<file path="src/rtl/nx_fifo_thr.sv">
// nx_fifo_thr: show-ahead synchronous FIFO with arbitrary DEPTH, programmable
// almost-full/almost-empty thresholds and an optional high-water-mark monitor.
//
// Optional feature macro: NX_FIFO_THR_HWM_EN
//   defined   -> hwm tracks the peak occupancy since rst/clear
//   undefined -> no hwm register is built and hwm is tied to 0
//
// Ports:
//   clk, rst          rising-edge clock, synchronous active-high reset
//   wen, ren          write request, read/pop request
//   clear             synchronous flush of pointers/count/flags (array untouched)
//   wdata             write data
//   afull_thresh      almost-full level  (almost_full  = used >= level)
//   aempty_thresh     almost-empty level (almost_empty = used <= level)
//   rdata             head-of-queue data (combinational from the read pointer)
//   empty, full       occupancy flags
//   almost_full/empty threshold flags
//   used_slots        entries held
//   free_slots        DEPTH - used_slots
//   underflow         one-cycle pulse after a read request while empty
//   overflow          one-cycle pulse after a write request while full without a read
//   hwm               peak occupancy since rst/clear
module nx_fifo_thr #(
   parameter int unsigned DEPTH      = 6,
   parameter int unsigned WIDTH      = 263,
   parameter int unsigned DATA_RESET = 1,
   localparam int unsigned CW        = $clog2(DEPTH + 1)
) (
   input  logic             clk,
   input  logic             rst,
   input  logic             wen,
   input  logic             ren,
   input  logic             clear,
   input  logic [WIDTH-1:0] wdata,
   input  logic [CW-1:0]    afull_thresh,
   input  logic [CW-1:0]    aempty_thresh,
   output logic [WIDTH-1:0] rdata,
   output logic             empty,
   output logic             full,
   output logic             almost_full,
   output logic             almost_empty,
   output logic [CW-1:0]    used_slots,
   output logic [CW-1:0]    free_slots,
   output logic             underflow,
   output logic             overflow,
   output logic [CW-1:0]    hwm
);

   localparam int unsigned PW = $clog2(DEPTH);

   logic [WIDTH-1:0] mem [DEPTH];
   logic [PW-1:0]    wptr_q;
   logic [PW-1:0]    rptr_q;
   logic             wr_acc;
   logic             rd_acc;
   logic [CW-1:0]    used_next;
   logic [PW-1:0]    wptr_inc;
   logic [PW-1:0]    rptr_inc;

   // Pointers wrap at DEPTH-1 so non-power-of-two depths never alias.
   function automatic logic [PW-1:0] ptr_inc(input logic [PW-1:0] p);
      return (p == PW'(DEPTH - 1)) ? '0 : p + PW'(1);
   endfunction

   // Accept decisions and next occupancy; a full FIFO still takes a write when
   // a read frees a slot in the same cycle, an empty FIFO never bypasses.
   always_comb begin
      wr_acc    = wen && (!full || ren);
      rd_acc    = ren && !empty;
      used_next = used_slots + CW'(wr_acc) - CW'(rd_acc);
      wptr_inc  = ptr_inc(wptr_q);
      rptr_inc  = ptr_inc(rptr_q);
   end

   // Pointers, count, flags and error pulses.
   always_ff @(posedge clk) begin
      if (rst || clear) begin
         wptr_q       <= '0;
         rptr_q       <= '0;
         used_slots   <= '0;
         free_slots   <= CW'(DEPTH);
         empty        <= 1'b1;
         full         <= 1'b0;
         almost_empty <= 1'b1;
         almost_full  <= (afull_thresh == '0);
         underflow    <= 1'b0;
         overflow     <= 1'b0;
      end else begin
         if (wr_acc) wptr_q <= wptr_inc;
         if (rd_acc) rptr_q <= rptr_inc;
         used_slots   <= used_next;
         free_slots   <= CW'(DEPTH) - used_next;
         empty        <= (used_next == '0);
         full         <= (used_next == CW'(DEPTH));
         almost_full  <= (used_next >= afull_thresh);
         almost_empty <= (used_next <= aempty_thresh);
         underflow    <= ren && empty;
         overflow     <= wen && full && !ren;
      end
   end

   // Storage array; not reset, flush only moves pointers.
   always_ff @(posedge clk) begin
      if (!rst && !clear && wr_acc) mem[wptr_q] <= wdata;
   end

   // Show-ahead read port.
   generate
      if (DATA_RESET != 0) begin : g_rdata_zero
         assign rdata = empty ? '0 : mem[rptr_q];
      end else begin : g_rdata_raw
         assign rdata = mem[rptr_q];
      end
   endgenerate

`ifdef NX_FIFO_THR_HWM_EN
   // Peak occupancy; bounded by DEPTH because used_next never exceeds it.
   logic [CW-1:0] hwm_q;
   always_ff @(posedge clk) begin
      if (rst || clear) hwm_q <= '0;
      else if (used_next > hwm_q) hwm_q <= used_next;
   end
   assign hwm = hwm_q;
`else
   assign hwm = '0;
`endif

endmodule

</file>
<file path="config.mk">
export PLATFORM = sky130hd
export DESIGN_NAME = nx_fifo_thr
export DESIGN_NICKNAME = d
export VERILOG_FILES = /design/src/rtl/nx_fifo_thr.sv
export SDC_FILE = /design/constraint.sdc
export NUM_CORES = 1
export LEC_CHECK = 0
export ABC_AREA = 1
export BUFFER_PORTS_ARGS = -buffer_cell sky130_fd_sc_hd__buf_2
export CORE_MARGIN = 2
export CORE_UTILIZATION = 45
export DETAILED_ROUTE_END_ITERATION = 8
export GPL_ROUTABILITY_DRIVEN = 0
export GPL_TIMING_DRIVEN = 0
export SLEW_MARGIN = 0
export SYNTH_ARGS = -nofsm -noshare
export SYNTH_HDL_FRONTEND = slang
export SYNTH_SLANG_ARGS = --single-unit
export TNS_END_PERCENT = 20
</file>
<file path="constraint.sdc">
create_clock -name clk -period 47.6 [get_ports clk]
set_clock_uncertainty 0.05 [all_clocks]
set_input_delay 9.52 -clock clk [delete_from_list [all_inputs] [get_ports clk]]
set_output_delay 9.52 -clock clk [all_outputs]
set_load 0.1 [all_outputs]
</file>
==> results of run 1 <==
flip-flops by register name, indices dropped and copies added (netlist names), named ones only:
signal and cells:
used_slots 3, free_slots 2, overflow 1, empty 1
mem 1578, rptr_q 3, underflow 1, almost_full 1
wptr_q 3, almost_empty 1, full 1
layout by cell type, fill, tap and decap left out, types with 4 or more instances in the layout:
cell	count
clkbuf_16	174
buf_16	6
dfxtp_1	20
bufinv_16	11
buf_1	8
buf_2	732
buf_6	68
nand2_1	1599
nand3_1	536
nor2_1	537
inv_6	4
clkbuf_1	144
buf_12	18
clkinv_1	39
edfxtp_1	1578
a21oi_1	268
buf_4	100
buf_8	6
inv_1	1073
o21ai_0	267
diode_2	31
clkinv_2	29
ha_1	11
cells in the mapped netlist, drive strengths merged:
cell type  count  area [um^2]
clkbuf       112          420
nand3b         1         7.51
o211ai         1         7.51
o22ai          1         6.26
ha            11          138
nor4           2         12.5
nor2         539         2020
inv         1075         4040
fa             1         20.0
o21ai        267         1340
nor3           2         10.0
nand3        536         2680
edfxtp      1578        47400
xor2           1         8.76
nand2       1599         6000
dfxtp         20          400
clkinv         1         3.75
conb           1         3.75
buf          214         1150
a21oi        268         1340
power by group:
group	internal [W]	switching, W
registers	0.00156	0.00000238
logic	0.0000364	0.000169
clock network	0.000734	0.000547
total	0.00233	0.000718
through the flow:
stage               TNS (ns)  instance area (um^2)
CTS                        0                 79500
global route               0                 79500
finish                     0                 79600
global placement    -5636.24                 72200
floorplan                  0                 67000
detailed placement         0                 74100
critical path: stages (launching register included):
cell and delay, ns:
dfxtp_1 0.30, clkinv_1 0.07, buf_2 0.50, clkbuf_1 0.94, buf_2 0.43, nand2_1 0.09, a21oi_1 0.48, buf_2 0.54
final cells by class:
type	instances	area [um^2]	share of cell area, %
Sequential cell	1598	47800	60.1
Multi-Input combinational cell	3232	13600	17.1
Timing Repair Buffer	724	4670	5.87
Clock buffer	212	4530	5.69
Inverter	1076	4040	5.08
Tap cell	1930	2410	3.03
Buffer	326	1580	1.98
Clock inverter	92	830	1.04
Antenna cell	31	77.6	0.0975
per-layer routing:
metal  vias up  track usage, %  routed length [um]
met5         -               0                 333
met4        50            8.52                5970
met3       366            5.98               15700
met2      1437            39.2               88300
met1     22030            32.2               77300
li1      22062               -                   -
path summary, 6_finish.rpt:
path / startpoint / end
worst max-delay path: flip-flop / rdata[211]
worst max register to register: full / mem[5][184]
worst min-delay path: rptr_q[2] / flip-flop
worst min register to register: rptr_q[2] / flip-flop
cell families (layout without fill, tap and decap cells):
logic type / after synthesis / after routing / synth area share [%]
buf+inv: 1402 / 2430 / 8.38
fa+ha+maj: 12 / 12 / 0.235
other cells: 1 / 34 / 0.00560
flops: 1598 / 1598 / 71.3
xor+xnor: 1 / 1 / 0.0131
simple gates: 2679 / 2679 / 16.0
compound gates: 537 / 537 / 4.02
==> summary.md, run 1 <==
| Metric | Value |
|---|---|
| Status | finished, final reports clean |
| Via count | 45.9k |
| First-pass GRT wire length | about 280000 um |
| Vias in the first global route | between 40k and 50k |
| Synth Register Bits | around 1.6k |
| Worst Tran Pin Value | roughly 1.3 ns |
| Vias/cell | between 4 and 5 |
| Dpl ws | ~34 ns |
| Core ar. | 148000 um^2 |
| Synth unique cells | 24 |
| DRT Wirelength | roughly 190000 um |
| Utilization after layout | 53.8% |
| Critical Path End Type | primary output |
| Setup Fix Bufs, Post-CTS | 0 |
| DR WL/cell | approximately 20 um |
| Area Growth Syn to Fin | 18.8% |
| Pwr/cell area | about 38 nW/um^2 |
| Syn Std Cell Area | about 67000 um^2 |
| Grt total ovfl | 0 |
| Leak | about 34 nW |
| CTS Buf Count | ~170 |
| GRT Total Usage | between 20 and 25% |
| CTS tree | yes |
| Fin cells | 9221 |
| Max Clk Rate | roughly 73 MHz |
| Synth Area per Inst | between 10 and 15 um^2 |
| Post-synthesis sequential area ratio | between 70% and 80% |
| Die ar. | 152000 um^2 |
| Drt pass-1 iters | 7 |
| Setup Crit Path Kind | reg2out |
| Clk buf depth | 3 |
| Cell count after synthesis | 6230 |
| CTS clk-pin slew, worst paths | around 0.050 ns |
| Root Driver | clkbuf_16 |
| HPWL after DPL | 129000 um |
| Crit path launch type | flip-flop |
| Final Cycle Share | 28.8% |
| Max Cap Viol | 0 |
| Hold Path Stages | 2 |
| Initial antenna violation count | 76 |
| R2R cell count | 13 |
| Die Span Y | between 300 and 400 um |
| Post-CTS resize count | 0 |
| Total power | about 0.0030 W |
| CTS Sinks | around 1.6k |
| # setup viols final | 0 |
| Final max-slew violation count | 0 |
| Initial Util | approximately 45% |
| Final worst slack | 33.91 ns |
| # rows | 141 |
| Detail Route Antenna Nets | 0 |
| Min-delay worst type | reg2reg |
| Detailed-route DRC error count | 0 |
| Filler Cell Count | 12.8k |
| Worst slew margin | between 10% and 20% |
| Reg2reg setup slack | between 40 and 50 ns |
| Die Width | ~390 um |
| Number of I/O port buffers | roughly 550 |
| Hold slack | about 0.44 ns |
| Largest net degree at the start of global routing | 28 |
| RSZ-0062 raised after global routing | false |
| Crit Path Max Fanout | 10 |
| Fin nets | between 7k and 8k |
| CP arrival | around 4 ns |
| Hold Buf Count CTS | 0 |
| H-tree depth | 4 |
| Required time of the critical path | approximately 38 ns |
| Final hold violations | 0 |
| Later-pin clock latency in the skew report | ~0.8 ns |
| Yosys warnings | 0 |
| Drt initial violations | about 3.7k |
| Max IR drop VDD | between 0.03 and 0.04 mV |
| Final critical-path required period | roughly 14 ns |
| Boundary Pins | approximately 550 |
| Placed insts | 8886 |
| Layout cell share with drive strength beyond 1 | between 15 and 20% |
(Power assumes the default switching activity.)
==> inputs of run 2 (changes only) <==
Settings changed: PLACE_DENSITY set to 0.65.
Clock period 47.6 ns to 11.1 ns, I/O delays scaled along.
==> run 2 against run 1 <==
Against the previous run: first-iteration DRC count is 12% higher; cell count is 0.66% lower; non-clock buffer count is 64 lower; combinational power grew to 4.3 times the previous value; critical endpoint is now rdata[92]; largest cell class unchanged.
==> summary.md, run 2 (synthesized netlist as in run 1, its figures left out) <==
| Metric | Value |
|---|---|
| First-pass GRT wire length | 276000 um (was 275000 um) |
| Vias in the first global route | 45.2k (was 44.3k) |
| DR WL/cell | 20.3 um (about the same) |
| Setup Fix Bufs, Post-CTS | 0 (unchanged) |
| Cell area after layout | 79700 um^2 (was 79600 um^2) |
| Setup Crit Path Kind | reg2out (unchanged) |
| Met3 Use GR | 5.38% (was 5.98%) |
| Detailed-route DRC error count | 0 (unchanged) |
| Boundary Pins | 552 (unchanged) |
| Most common cell after layout, fill and taps aside | nand2_1 (unchanged) |
| Grt total ovfl | 0 (unchanged) |
| Core ar. | 148000 um^2 (unchanged) |
| CP arrival | 3.80 ns (was 4.12 ns) |
| Detail Route Antenna Nets | 0 (unchanged) |
| Drt initial violations | 4121 (was 3688) |
| CP most frequent cell | buf_2 (unchanged) |
| Hold Buf Count CTS | 0 (unchanged) |
| CTS clk-pin slew, worst paths | 0.06 ns (was 0.05 ns) |
| Via count | 46.1k (was 45.9k) |
| Final setup TNS | 0 ns (unchanged) |
| CTS Buf Count | 166 (was 169) |
| Gr busiest metal | met2 (unchanged) |
| CP top delay family | buffers and inverters (unchanged) |
| Max Cap Viol | 0 (unchanged) |
| Hold Crit Start | rptr_q[2] (unchanged) |
| Hold slack | 0.437 ns (was 0.439 ns) |
| Die Span Y | 390 um (unchanged) |
| Number of I/O port buffers | 548 (unchanged) |
| GRT Total Usage | 24.3% (about the same) |
| Max Clk Rate | between 150 and 200 MHz |
| Drt pass-1 iters | 6 (was 7) |
| Multi-input gate area | 13700 um^2 (was 13600 um^2) |
| Initial Util | 45.3% (unchanged) |
| Largest net degree at the start of global routing | 29 (was 28) |
| # rows | 141 (unchanged) |
| Root Driver | clkbuf_16 (unchanged) |
| H-tree depth | 4 (unchanged) |
| Pwr/cell area | 163 nW/um^2 (was 38.3 nW/um^2) |
| Leak | 34.3 nW (was 34.5 nW) |
| CTS Sinks | 1598 (unchanged) |
| Clk buf depth | 3 (unchanged) |
| Vias/cell | 5.03 (was 4.98) |
| Filler Cell Count | 12.5k (was 12.8k) |
| Final max-slew violation count | 0 (unchanged) |
| Initial antenna violation count | 62 (was 76) |
| CP cell instances | clkinv_1 > buf_2 > clkbuf_2 > buf_2 > nand2_1 > a21oi_1 > buf_2 (was clkinv_1 > buf_2 > clkbuf_1 > buf_2 > nand2_1 > a21oi_1 > buf_2) |
| CTS tree | yes (unchanged) |
| Crit Path Max Fanout | 10 (unchanged) |
| Area Growth Syn to Fin | 18.9% (was 18.8%) |
| Met1 usage | 31.2% (was 32.2%) |
| RSZ-0062 raised after global routing | false (unchanged) |
| Crit path launch type | flip-flop (unchanged) |
| Post-CTS resize count | 0 (unchanged) |
| DRT Wirelength | 186000 um (was 188000 um) |
| Die Width | 390 um (unchanged) |
| Reg2reg setup slack | 7.54 ns (was 43.52 ns) |
| Reg-to-Reg Start | full (unchanged) |
| Most frequent cells in the layout | nand2_1 (1598), edfxtp_1 (1578), inv_1 (1071), buf_2 (732) (was nand2_1 (1599), edfxtp_1 (1578), inv_1 (1073), buf_2 (732), nor2_1 (537)) |
| Min-delay worst type | reg2reg (unchanged) |
| Slowest-stage cell, CP | clkbuf_2 (was clkbuf_1) |
| Max reg flops | 1578 (unchanged) |
| # setup viols final | 0 (unchanged) |
| Fin nets | 7346 (was 7413) |
| Utilization after layout | 53.9% (was 53.8%) |
| Most flops, register | mem (unchanged) |
| Final critical-path required period | about 6.1 ns |
| Max IR drop VDD | 0.129 mV (was 0.0311 mV) |
| Layout cell share with drive strength beyond 1 | 15.5% (was 16.1%) |
| Seq. cell area | 47800 um^2 (unchanged) |
| Critical Path End Type | primary output (unchanged) |
| Final hold violations | 0 (unchanged) |
| Crit-path max cell delay | 0.73 ns (was 0.94 ns) |
| Required time of the critical path | 8.83 ns (was 38.03 ns) |
| Later-pin clock latency in the skew report | 0.81 ns (was 0.78 ns) |
| Worst Tran Pin Value | 1.28 ns (was 1.32 ns) |
| Worst Path Buf+Inv | 5 (unchanged) |
| HPWL after DPL | 126000 um (was 129000 um) |
| Total power | 0.0130 W (was 0.00305 W) |
| Worst slew margin | 14.6% (was 11.9%) |
| Status | finished, final reports clean (unchanged) |
| Post-DP Area | 74300 um^2 (was 74100 um^2) |
| Final Cycle Share | ~55% |
| Met2 Usage GRT | 39.8% (was 39.2%) |
| Die ar. | 152000 um^2 (unchanged) |
run 2: changes by cell type in the layout (fill, tap and decap cells not counted), sizes merged:
cell	previous run	this run
clkinv	73	68
clkbuf	324	325
diode	31	33
inv	1082	1084
clkinvlp	2	7
buf	938	874
bufinv	11	9
run 2: through the flow:
step                setup slack (ns)  std cells
global route                    4.73       9140
finish                          5.03       9160
global placement              -13.68       8710
floorplan                      -3.26       6232
CTS                             4.95       9127
detailed placement              5.49       8822
run 2: path summary, 6_finish.rpt:
check                           cells after the start     endpoint
worst max register to register                     12  mem[2][190]
worst min register to register                      2    flip-flop
worst min-delay path                                2    flip-flop
worst max-delay path                                7    rdata[92]
run 2: worst register-to-register path, stage by stage, from the launching register on:
cell and delay, ns:
dfxtp_1 0.35, a21oi_4 0.21, nand2_4 0.15, nor4_4 0.63
buf_6 0.27, buf_6 0.19, buf_8 0.17, buf_6 0.20
buf_6 0.21, buf_8 0.18, buf_6 0.21, buf_6 0.21
buf_8 0.19
run 2: area by class of cell:
class	instances	area share, %
diodes	33	0.104
plain buffers	326	1.98
clock buffers	213	5.51
clock inverters	92	1.13
inverters	1076	5.09
multi-input cells	3232	17.2
flip-flops and latches	1598	60.0
well taps	1930	3.03
repair buffers	660	6.00
run 2: layer usage:
metal  wire [um]  vias to the layer above
met5         304                        -
met4        7130                       48
met3       14200                      401
met2       89200                     1650
met1       75300                    22050
li1            -                    21933
run 2: power breakdown:
| group | switching (W) | internal [W] |
|---|---|---|
| Combinational | 0.000722 | 0.000162 |
| Sequential | 0.0000104 | 0.00667 |
| Clock | 0.00238 | 0.00304 |
